$ cat src/rtl/paint_pkg.sv
// Shared types and constants for the cursor overlay engine.
// CURSOR_BLINK_EN adds the BLINK state to the FSM encoding.
package paint_pkg;

  localparam int COLOR_W       = 8;
  localparam int DEF_GRID_LOG2 = 5;
  localparam int N_PIX         = 5;

  typedef enum logic [2:0] {
    ST_IDLE,
    ST_RESTORE,
    ST_READ,
    ST_CAPTURE,
    ST_DRAW,
    ST_DONE
`ifdef CURSOR_BLINK_EN
    , ST_BLINK
`endif
  } state_t;

  // Cross offset table: 0 centre, 1 left, 2 right, 3 up, 4 down.
  function automatic logic signed [1:0] cross_dx(input logic [2:0] idx);
    case (idx)
      3'd1:    return -2'sd1;
      3'd2:    return 2'sd1;
      default: return 2'sd0;
    endcase
  endfunction

  function automatic logic signed [1:0] cross_dy(input logic [2:0] idx);
    case (idx)
      3'd3:    return -2'sd1;
      3'd4:    return 2'sd1;
      default: return 2'sd0;
    endcase
  endfunction

endpackage

$ cat src/rtl/cursor_shape_gen.sv
// Maps a cross index and centre to a framebuffer address, flagging pixels
// that fall outside the grid.
module cursor_shape_gen
  import paint_pkg::*;
#(
  parameter int GRID_LOG2 = DEF_GRID_LOG2
) (
  input  logic [2:0]             idx,
  input  logic [7:0]             cx,
  input  logic [7:0]             cy,
  output logic [2*GRID_LOG2-1:0] addr,
  output logic                   clipped
);

  localparam logic signed [9:0] GRID = 10'(1 << GRID_LOG2);

  logic signed [1:0] dx;
  logic signed [1:0] dy;
  logic signed [9:0] px;
  logic signed [9:0] py;

  always_comb begin
    dx = cross_dx(idx);
    dy = cross_dy(idx);
    // Ten signed bits hold -1 and 256, so both edges of the grid clip cleanly.
    px = $signed({2'b00, cx}) + $signed({{8{dx[1]}}, dx});
    py = $signed({2'b00, cy}) + $signed({{8{dy[1]}}, dy});
    clipped = (px < 10'sd0) || (px >= GRID) || (py < 10'sd0) || (py >= GRID) ||
              (idx > 3'd4);
    addr = clipped ? '0 : {py[GRID_LOG2-1:0], px[GRID_LOG2-1:0]};
  end

endmodule

$ cat src/rtl/cursor_draw.sv
// Cursor overlay engine: restores the pixels under the old cross, saves the
// pixels under the new one, then paints it. CURSOR_BLINK_EN enables blinking.
module cursor_draw
  import paint_pkg::*;
#(
  parameter int          GRID_LOG2    = DEF_GRID_LOG2,
  parameter logic [7:0]  CURSOR_COLOR = 8'hFF,
  parameter logic [23:0] BLINK_DIV    = 24'd6_000_000
) (
  input  logic                   clk,
  input  logic                   rst,
  input  logic                   start,
  input  logic [7:0]             in_x,
  input  logic [7:0]             in_y,
  input  logic                   paint_we,
  input  logic [7:0]             paint_x,
  input  logic [7:0]             paint_y,
  input  logic [7:0]             paint_data,
  output logic                   fb_rd_en,
  output logic                   fb_wr_en,
  output logic [2*GRID_LOG2-1:0] fb_addr,
  output logic [7:0]             fb_wdata,
  input  logic [7:0]             fb_rdata,
  output logic                   done,
  output logic                   busy
);

  localparam int         AW    = 2 * GRID_LOG2;
  localparam logic [8:0] GRID9 = 9'(1 << GRID_LOG2);

  state_t             state_q, state_d;
  logic [2:0]         idx_q, idx_d;
  logic [7:0]         cx_q, cx_d, cy_q, cy_d;
  logic [COLOR_W-1:0] sv_data_q [N_PIX];
  logic [COLOR_W-1:0] sv_data_d [N_PIX];
  logic [AW-1:0]      sv_addr_q [N_PIX];
  logic [AW-1:0]      sv_addr_d [N_PIX];
  logic [N_PIX-1:0]   sv_vld_q, sv_vld_d;

  logic [AW-1:0]      pix_addr;
  logic               pix_clip;
  logic [2:0]         prev_idx;
  logic               last_idx;
  logic               paint_in;
  logic [AW-1:0]      paint_addr;
  logic [N_PIX-1:0]   snoop_hit;

`ifdef CURSOR_BLINK_EN
  logic [23:0] cnt_q, cnt_d;
  logic        phase_q, phase_d;
`else
  logic unused_blink;
  assign unused_blink = ^BLINK_DIV;
`endif

  cursor_shape_gen #(.GRID_LOG2(GRID_LOG2)) u_shape (
    .idx     (idx_q),
    .cx      (cx_q),
    .cy      (cy_q),
    .addr    (pix_addr),
    .clipped (pix_clip)
  );

  assign prev_idx   = idx_q - 3'd1;
  assign last_idx   = (idx_q == 3'd4);
  assign paint_in   = ({1'b0, paint_x} < GRID9) && ({1'b0, paint_y} < GRID9);
  assign paint_addr = {paint_y[GRID_LOG2-1:0], paint_x[GRID_LOG2-1:0]};

  // A painter write over a saved pixel must update the copy we will restore.
  always_comb begin
    snoop_hit = '0;
    for (int i = 0; i < N_PIX; i++) begin
      snoop_hit[i] = paint_we && paint_in && sv_vld_q[i] && (sv_addr_q[i] == paint_addr);
    end
  end

  always_comb begin
    state_d   = state_q;
    idx_d     = idx_q;
    cx_d      = cx_q;
    cy_d      = cy_q;
    sv_data_d = sv_data_q;
    sv_addr_d = sv_addr_q;
    sv_vld_d  = sv_vld_q;
    fb_rd_en  = 1'b0;
    fb_wr_en  = 1'b0;
    fb_addr   = '0;
    fb_wdata  = '0;
    done      = 1'b0;
    busy      = (state_q != ST_IDLE);
`ifdef CURSOR_BLINK_EN
    cnt_d     = cnt_q;
    phase_d   = phase_q;
`endif

    case (state_q)
      ST_IDLE: begin
        for (int i = 0; i < N_PIX; i++) begin
          if (snoop_hit[i]) sv_data_d[i] = paint_data;
        end
        if (start) begin
          state_d = ST_RESTORE;
          idx_d   = 3'd0;
          cx_d    = in_x;
          cy_d    = in_y;
        end
`ifdef CURSOR_BLINK_EN
        else if (cnt_q == BLINK_DIV - 24'd1) begin
          cnt_d   = '0;
          phase_d = ~phase_q;
          if (|sv_vld_q) begin
            state_d = ST_BLINK;
            idx_d   = 3'd0;
          end
        end else begin
          cnt_d = cnt_q + 24'd1;
        end
`endif
      end

      ST_RESTORE: begin
        if (sv_vld_q[idx_q]) begin
          fb_wr_en = 1'b1;
          fb_addr  = sv_addr_q[idx_q];
          fb_wdata = sv_data_q[idx_q];
        end
        idx_d = last_idx ? 3'd0 : idx_q + 3'd1;
        if (last_idx) state_d = ST_READ;
      end

      ST_READ: begin
        sv_addr_d[idx_q] = pix_addr;
        sv_vld_d[idx_q]  = ~pix_clip;
        if (!pix_clip) begin
          fb_rd_en = 1'b1;
          fb_addr  = pix_addr;
        end
        // Read data lags its strobe by one cycle.
        if (idx_q != 3'd0 && sv_vld_q[prev_idx]) sv_data_d[prev_idx] = fb_rdata;
        idx_d = last_idx ? 3'd0 : idx_q + 3'd1;
        if (last_idx) state_d = ST_CAPTURE;
      end

      ST_CAPTURE: begin
        if (sv_vld_q[4]) sv_data_d[4] = fb_rdata;
        state_d = ST_DRAW;
      end

      ST_DRAW: begin
        if (sv_vld_q[idx_q]) begin
          fb_wr_en = 1'b1;
          fb_addr  = sv_addr_q[idx_q];
          fb_wdata = CURSOR_COLOR;
        end
`ifdef CURSOR_BLINK_EN
        phase_d = 1'b1;
        cnt_d   = '0;
`endif
        idx_d = last_idx ? 3'd0 : idx_q + 3'd1;
        if (last_idx) state_d = ST_DONE;
      end

      ST_DONE: begin
        done    = 1'b1;
        state_d = ST_IDLE;
      end

`ifdef CURSOR_BLINK_EN
      ST_BLINK: begin
        for (int i = 0; i < N_PIX; i++) begin
          if (snoop_hit[i]) sv_data_d[i] = paint_data;
        end
        if (sv_vld_q[idx_q]) begin
          fb_wr_en = 1'b1;
          fb_addr  = sv_addr_q[idx_q];
          fb_wdata = phase_q ? CURSOR_COLOR : sv_data_q[idx_q];
        end
        idx_d = last_idx ? 3'd0 : idx_q + 3'd1;
        if (last_idx) state_d = ST_IDLE;
      end
`endif

      default: state_d = ST_IDLE;
    endcase

    // Reset abandons the sequence without touching memory on the reset edge.
    if (rst) begin
      fb_rd_en = 1'b0;
      fb_wr_en = 1'b0;
      fb_addr  = '0;
      fb_wdata = '0;
      done     = 1'b0;
    end
  end

  always_ff @(posedge clk) begin
    if (rst) begin
      state_q  <= ST_IDLE;
      idx_q    <= 3'd0;
      sv_vld_q <= '0;
      for (int i = 0; i < N_PIX; i++) begin
        sv_data_q[i] <= '0;
        sv_addr_q[i] <= '0;
      end
    end else begin
      state_q   <= state_d;
      idx_q     <= idx_d;
      sv_vld_q  <= sv_vld_d;
      sv_data_q <= sv_data_d;
      sv_addr_q <= sv_addr_d;
    end
  end

  always_ff @(posedge clk) begin
    cx_q <= cx_d;
    cy_q <= cy_d;
  end

`ifdef CURSOR_BLINK_EN
  always_ff @(posedge clk) begin
    if (rst) begin
      cnt_q   <= '0;
      phase_q <= 1'b1;
    end else begin
      cnt_q   <= cnt_d;
      phase_q <= phase_d;
    end
  end
`endif

endmodule

$ cat config.mk
export PLATFORM = sky130hd
export DESIGN_NAME = cursor_draw
export DESIGN_NICKNAME = d
export VERILOG_FILES = /design/src/rtl/paint_pkg.sv /design/src/rtl/cursor_shape_gen.sv /design/src/rtl/cursor_draw.sv
export SDC_FILE = /design/constraint.sdc
export NUM_CORES = 1
export LEC_CHECK = 0
export BUFFER_PORTS_ARGS = -buffer_cell sky130_fd_sc_hd__buf_4
export CORE_ASPECT_RATIO = 0.9
export CORE_MARGIN = 3
export CORE_UTILIZATION = 25
export DETAILED_ROUTE_END_ITERATION = 12
export PLACE_DENSITY = 0.5
export SYNTH_ARGS = -nofsm -noshare
export SYNTH_HDL_FRONTEND = slang
export SYNTH_HIERARCHICAL = 1
export SYNTH_SLANG_ARGS = --single-unit
$ cat constraint.sdc
create_clock -name clk -period 5.1 [get_ports clk]
set_input_delay 0.51 -clock clk [delete_from_list [all_inputs] [get_ports clk]]
set_output_delay 0.51 -clock clk [all_outputs]
set_load 0.01 [all_outputs]
==> qor.csv <==
stage;metric;value;unit
sta;setup TNS;0;ns
power;Cell Pwr Density;467;nW/um2
synthesis;post-synthesis async set-or-reset flop share;0;%
synthesis;Post-Synthesis Cell Area;7240;um2
synthesis;Cell variety after synth;67;
placed_design;Final Wtd Congestion;0.836;
routing;Routed Antenna Nets;0;
synthesis;XOR/XNOR Fraction of Synth Area;7.62;%
routing;first-pass iteration count of the detailed router;7;
synthesis;ranking of synthesized cells by area;dfxtp_1, mux2i_1, xnor2_1, edfxtp_1, a21oi_1;
synthesis;Post-synth top flop;dfxtp_1;
routing;# DRC;0;
clock_tree;CTS Buf Count;17;
floorplanning;Die X;185;um
finish;Area Growth Syn to Fin;19.5;%
floorplanning;die area;31100;um2
global_route;initial antenna violation count;0;
finish;share of cells above drive strength 1;17.7;%
synthesis;register area share after synthesis;34.5;%
synthesis;Post-synth EDFFs;16;
global_route;GRT busiest layer;met2;
sta;unrepaired setup endpoints after global routing;false;
worst_setup_path;crit-path max FO;16;
clock_tree;TritonCTS clock tree;built;
worst_setup_path;crit start category;flip-flop;
synthesis;mux cell area share after synthesis;11.4;%
worst_setup_path;cell repeated most along the worst path;buf_4;
global_route;number of global-route vias before repair;6239;
floorplanning;total core area;28200;um2
power;Comb pwr share;41.3;%
global_route;first-pass GRT wire length;37000;um
synthesis;share of the synthesized area in the top cell type;27.9;%
clock_tree;clk root buf;clkbuf_16;
worst_setup_path;critical-path cell list;buf_4 -> nand3b_1 -> nand2_1 -> ha_1 -> inv_1 -> fa_1 -> nand2b_1 -> a21oi_1 -> o22ai_1 -> or2_2 -> mux2i_1 -> and4b_2 -> nand2_1 -> nor2_1 -> buf_4 -> a32oi_1 -> nor2_2 -> buf_4;
routing;post-DR wirelength/cell;19.1;um
power;internal power;0.00244;W
clock_tree;worst-case clock buffer depth;2;
synthesis;adder-cell share of the synthesized area;4.18;%
power;Worst VDD drop;0.000234;V
clock_tree;H-Tree Depth;4;
finish;ant diodes;0;
worst_setup_path;slowest stage cell, crit path;fa_1;
sta;worst slew pin tran;1.12;ns
synthesis;cells after synthesis;827;
placed_design;PortBufs;73;
sta;Final setup viols;0;
power;P_leak;3.30;nW
clock_tree;Clk Latency, worst-skew pair;0.43;ns
synthesis;Simple-Gate Fraction of Synth Area;15.4;%
sta;clock skew;0.0129;ns
placed_design;DP Worst Slack;0.660;ns
sta;fin worst setup slack;0.314;ns
sta;final worst-path cycle share;93.8;%
floorplanning;die height;167;um
worst_setup_path;max incr delay on CP;0.41;ns
floorplanning;Placement Rows;58;
global_route;largest net degree at the start of global routing;60;
global_route;GRT met1 Usage;22.1;%
clock_tree;# hold bufs at CTS;0;
placed_design;dpl cell area;8110;um2
finish;nets;949;
clock_tree;Reg clk slew, reported paths;0.06;ns
power;sequential share of power;30.9;%
worst_setup_path;Worst EP arrival;4.28;ns
sta;post-layout min period;4.79;ns
hold_path;HP Class;input pin to flip-flop;
synthesis;Avg Inst Size Synth;8.76;um2
sta;max-slew violations;0;
sta;max_slew headroom;24.9;%
power;Clk network pwr share;27.8;%
synthesis;syn_nets;902;
clock_tree;postcts setup bufs;0;
finish;fillcell total;2951;
floorplanning;Starting Density;25.7;%
synthesis;Synth Area in Compound Gates;20.4;%
routing;initial DRC count;448;
power;sw frac;39.7;%
clock_tree;Sink Count;117;
global_route;M3 GR Usage;3.08;%
finish;final instance area;8660;um2
worst_setup_path;Critical Path End Type;output pin;
synthesis;biggest area consumer among synthesized cells;dfxtp_1;
sta;final hold vios;0;
sta;FMAX;209;MHz
global_route;met2 Use GR;23.4;%
placed_design;HPWL after DPL;16800;um
worst_setup_path;critical path class;flip-flop to output pin;
routing;Via Count;6419;
synthesis;Yosys reg bits;117;
synthesis;largest family of logic cells by synthesized area;compound AO/OA/AOI/OAI gates;
floorplanning;IO Count;74;
routing;DR vias/cell;5.15;
outcome;status;finished, final reports clean;
power;Sw Pwr;0.00161;W
worst_setup_path;Critical Path RT;4.59;ns
synthesis;Ys Warns;6;
routing;DRT Wirelength;23800;um
flow_run;Max Cap Viol;0;
global_route;GRT Overall Usage;15.5;%
global_route;total grt overflow;0;
-- critical path: cells and delay by family, from the launching register on --
family	cells	cell delay (ns)
flops	1	0.32
compound gates	3	0.45
fa+ha+maj	2	0.57
mux	1	0.13
simple gates	8	1.77
buf+inv	4	0.61
-- logic make-up (layout without fill, tap and decap cells) --
| group | Yosys count | count (layout) |
|---|---|---|
| buffers and inverters | 120 | 179 |
| AOI/OAI and AO/OA | 215 | 215 |
| and+or+nand+nor | 220 | 220 |
| xor gates and xnor gates | 63 | 63 |
| DFF | 117 | 117 |
| adders and majority gates | 23 | 23 |
| muxes | 69 | 69 |
-- stage by stage --
step	util [%]	power, W	instances	hold slack [ns]
finish	30.7	0.00404	1246	0.262
global route	30.7	0.00431	1246	0.243
CTS	30.6	0.00406	1246	0.241
detailed placement	28.7	0.00291	1215	0.461
global placement	28.7	0.00291	1215	0.456
floorplan	-	0.00245	827	0.444
-- placed cells by master, fill, tap and decap left out, types with 4 or more instances in the layout --
cell type,synthesis,layout
nand3_1,23,23
nor3_1,10,9
o211ai_1,8,8
a21o_1,4,4
o32ai_1,8,8
xor2_1,4,4
buf_4,0,85
clkinv_2,0,6
o22ai_1,9,9
inv_1,63,62
xnor2_1,59,59
dfxtp_1,101,100
clkinv_4,0,4
edfxtp_1,16,16
mux2_2,7,7
nand2b_1,7,7
nor2_1,79,78
a22oi_1,22,22
ha_1,21,21
a21oi_1,68,68
a32oi_1,10,10
and3_1,10,10
mux2i_1,52,52
a211oi_1,6,6
nand4_1,15,15
a221oi_1,33,33
nor4_1,7,7
a22o_1,6,6
o21a_1,6,6
or3_1,5,5
o21ai_0,22,22
mux4_2,10,10
clkbuf_16,0,17
nand2_1,36,36
-- per-layer routing --
layer	vias up	share of wire (%)
li1	3128	-
met1	3052	47
met2	209	45
met3	30	5.9
met4	0	1.6
met5	-	0
-- timing repair --
action / CTS / global route
endpoints found under the setup margin: 0 / 9
endpoints found under the hold margin: 0 / 0
resized for setup: 0 / 3
-- worst paths after layout --
check / start / to / slack [ns] / depth (start not counted)
min: in_x[2] / cx_q[2] / 0.26 / 1
max reg2reg: idx_q[2] / sv_addr_q[2] / 1.49 / 15
min reg2reg: sv_data_q[10] / sv_data_q[10] / 0.47 / 2
max: idx_q[2] / fb_addr[0] / 0.31 / 18
-- layout make-up --
cell class	count	area [um2]	share of cell area [%]
clock buffers	18	429	4.96
clock inverters	13	111	1.29
inverters	63	240	2.77
multi-input cells	590	4290	49.5
flip-flops and latches	117	2500	28.9
well taps	360	450	5.20
repair buffers	85	638	7.37
-- power by group through the flow --
stage / sequential (W) / clock [W] / combinational [W]
floorplan: 0.00122 / 0 / 0.00123
global placement: 0.00126 / 0 / 0.00165
detailed placement: 0.00127 / 0 / 0.00165
CTS: 0.00125 / 0.00115 / 0.00166
global route: 0.00127 / 0.00120 / 0.00184
finish: 0.00125 / 0.00113 / 0.00167
-- registers in the layout (all words and copies together), names as in the netlist --
signal,cells
sv_data_q,40
cy_q,8
state_q,3
cx_q,8
sv_addr_q,50
idx_q,3
sv_vld_q,5
-- cells in the mapped netlist (4+ instances only) --
| cell | n |
|---|---|
| nand4_1 | 15 |
| o21a_1 | 6 |
| nand2b_1 | 7 |
| buf_2 | 7 |
| nand3_1 | 23 |
| xnor2_1 | 59 |
| o22ai_1 | 9 |
| ha_1 | 21 |
| a22o_1 | 6 |
| a21oi_1 | 68 |
| nand2_1 | 36 |
| a32oi_1 | 10 |
| a221oi_1 | 33 |
| mux4_2 | 10 |
| buf_1 | 8 |
| edfxtp_1 | 16 |
| dfxtp_1 | 101 |
| xor2_1 | 4 |
| mux2i_1 | 52 |
| nor3_1 | 10 |
| a22oi_1 | 22 |
| o211ai_1 | 8 |
| or3_1 | 5 |
| mux2_2 | 7 |
| and3_1 | 10 |
| nor4_1 | 7 |
| clkbuf_1 | 39 |
| inv_1 | 63 |
| o32ai_1 | 8 |
| o21ai_0 | 22 |
| nor2_1 | 79 |
| a211oi_1 | 6 |
| a21o_1 | 4 |
Power figures use the tool's default switching activity.
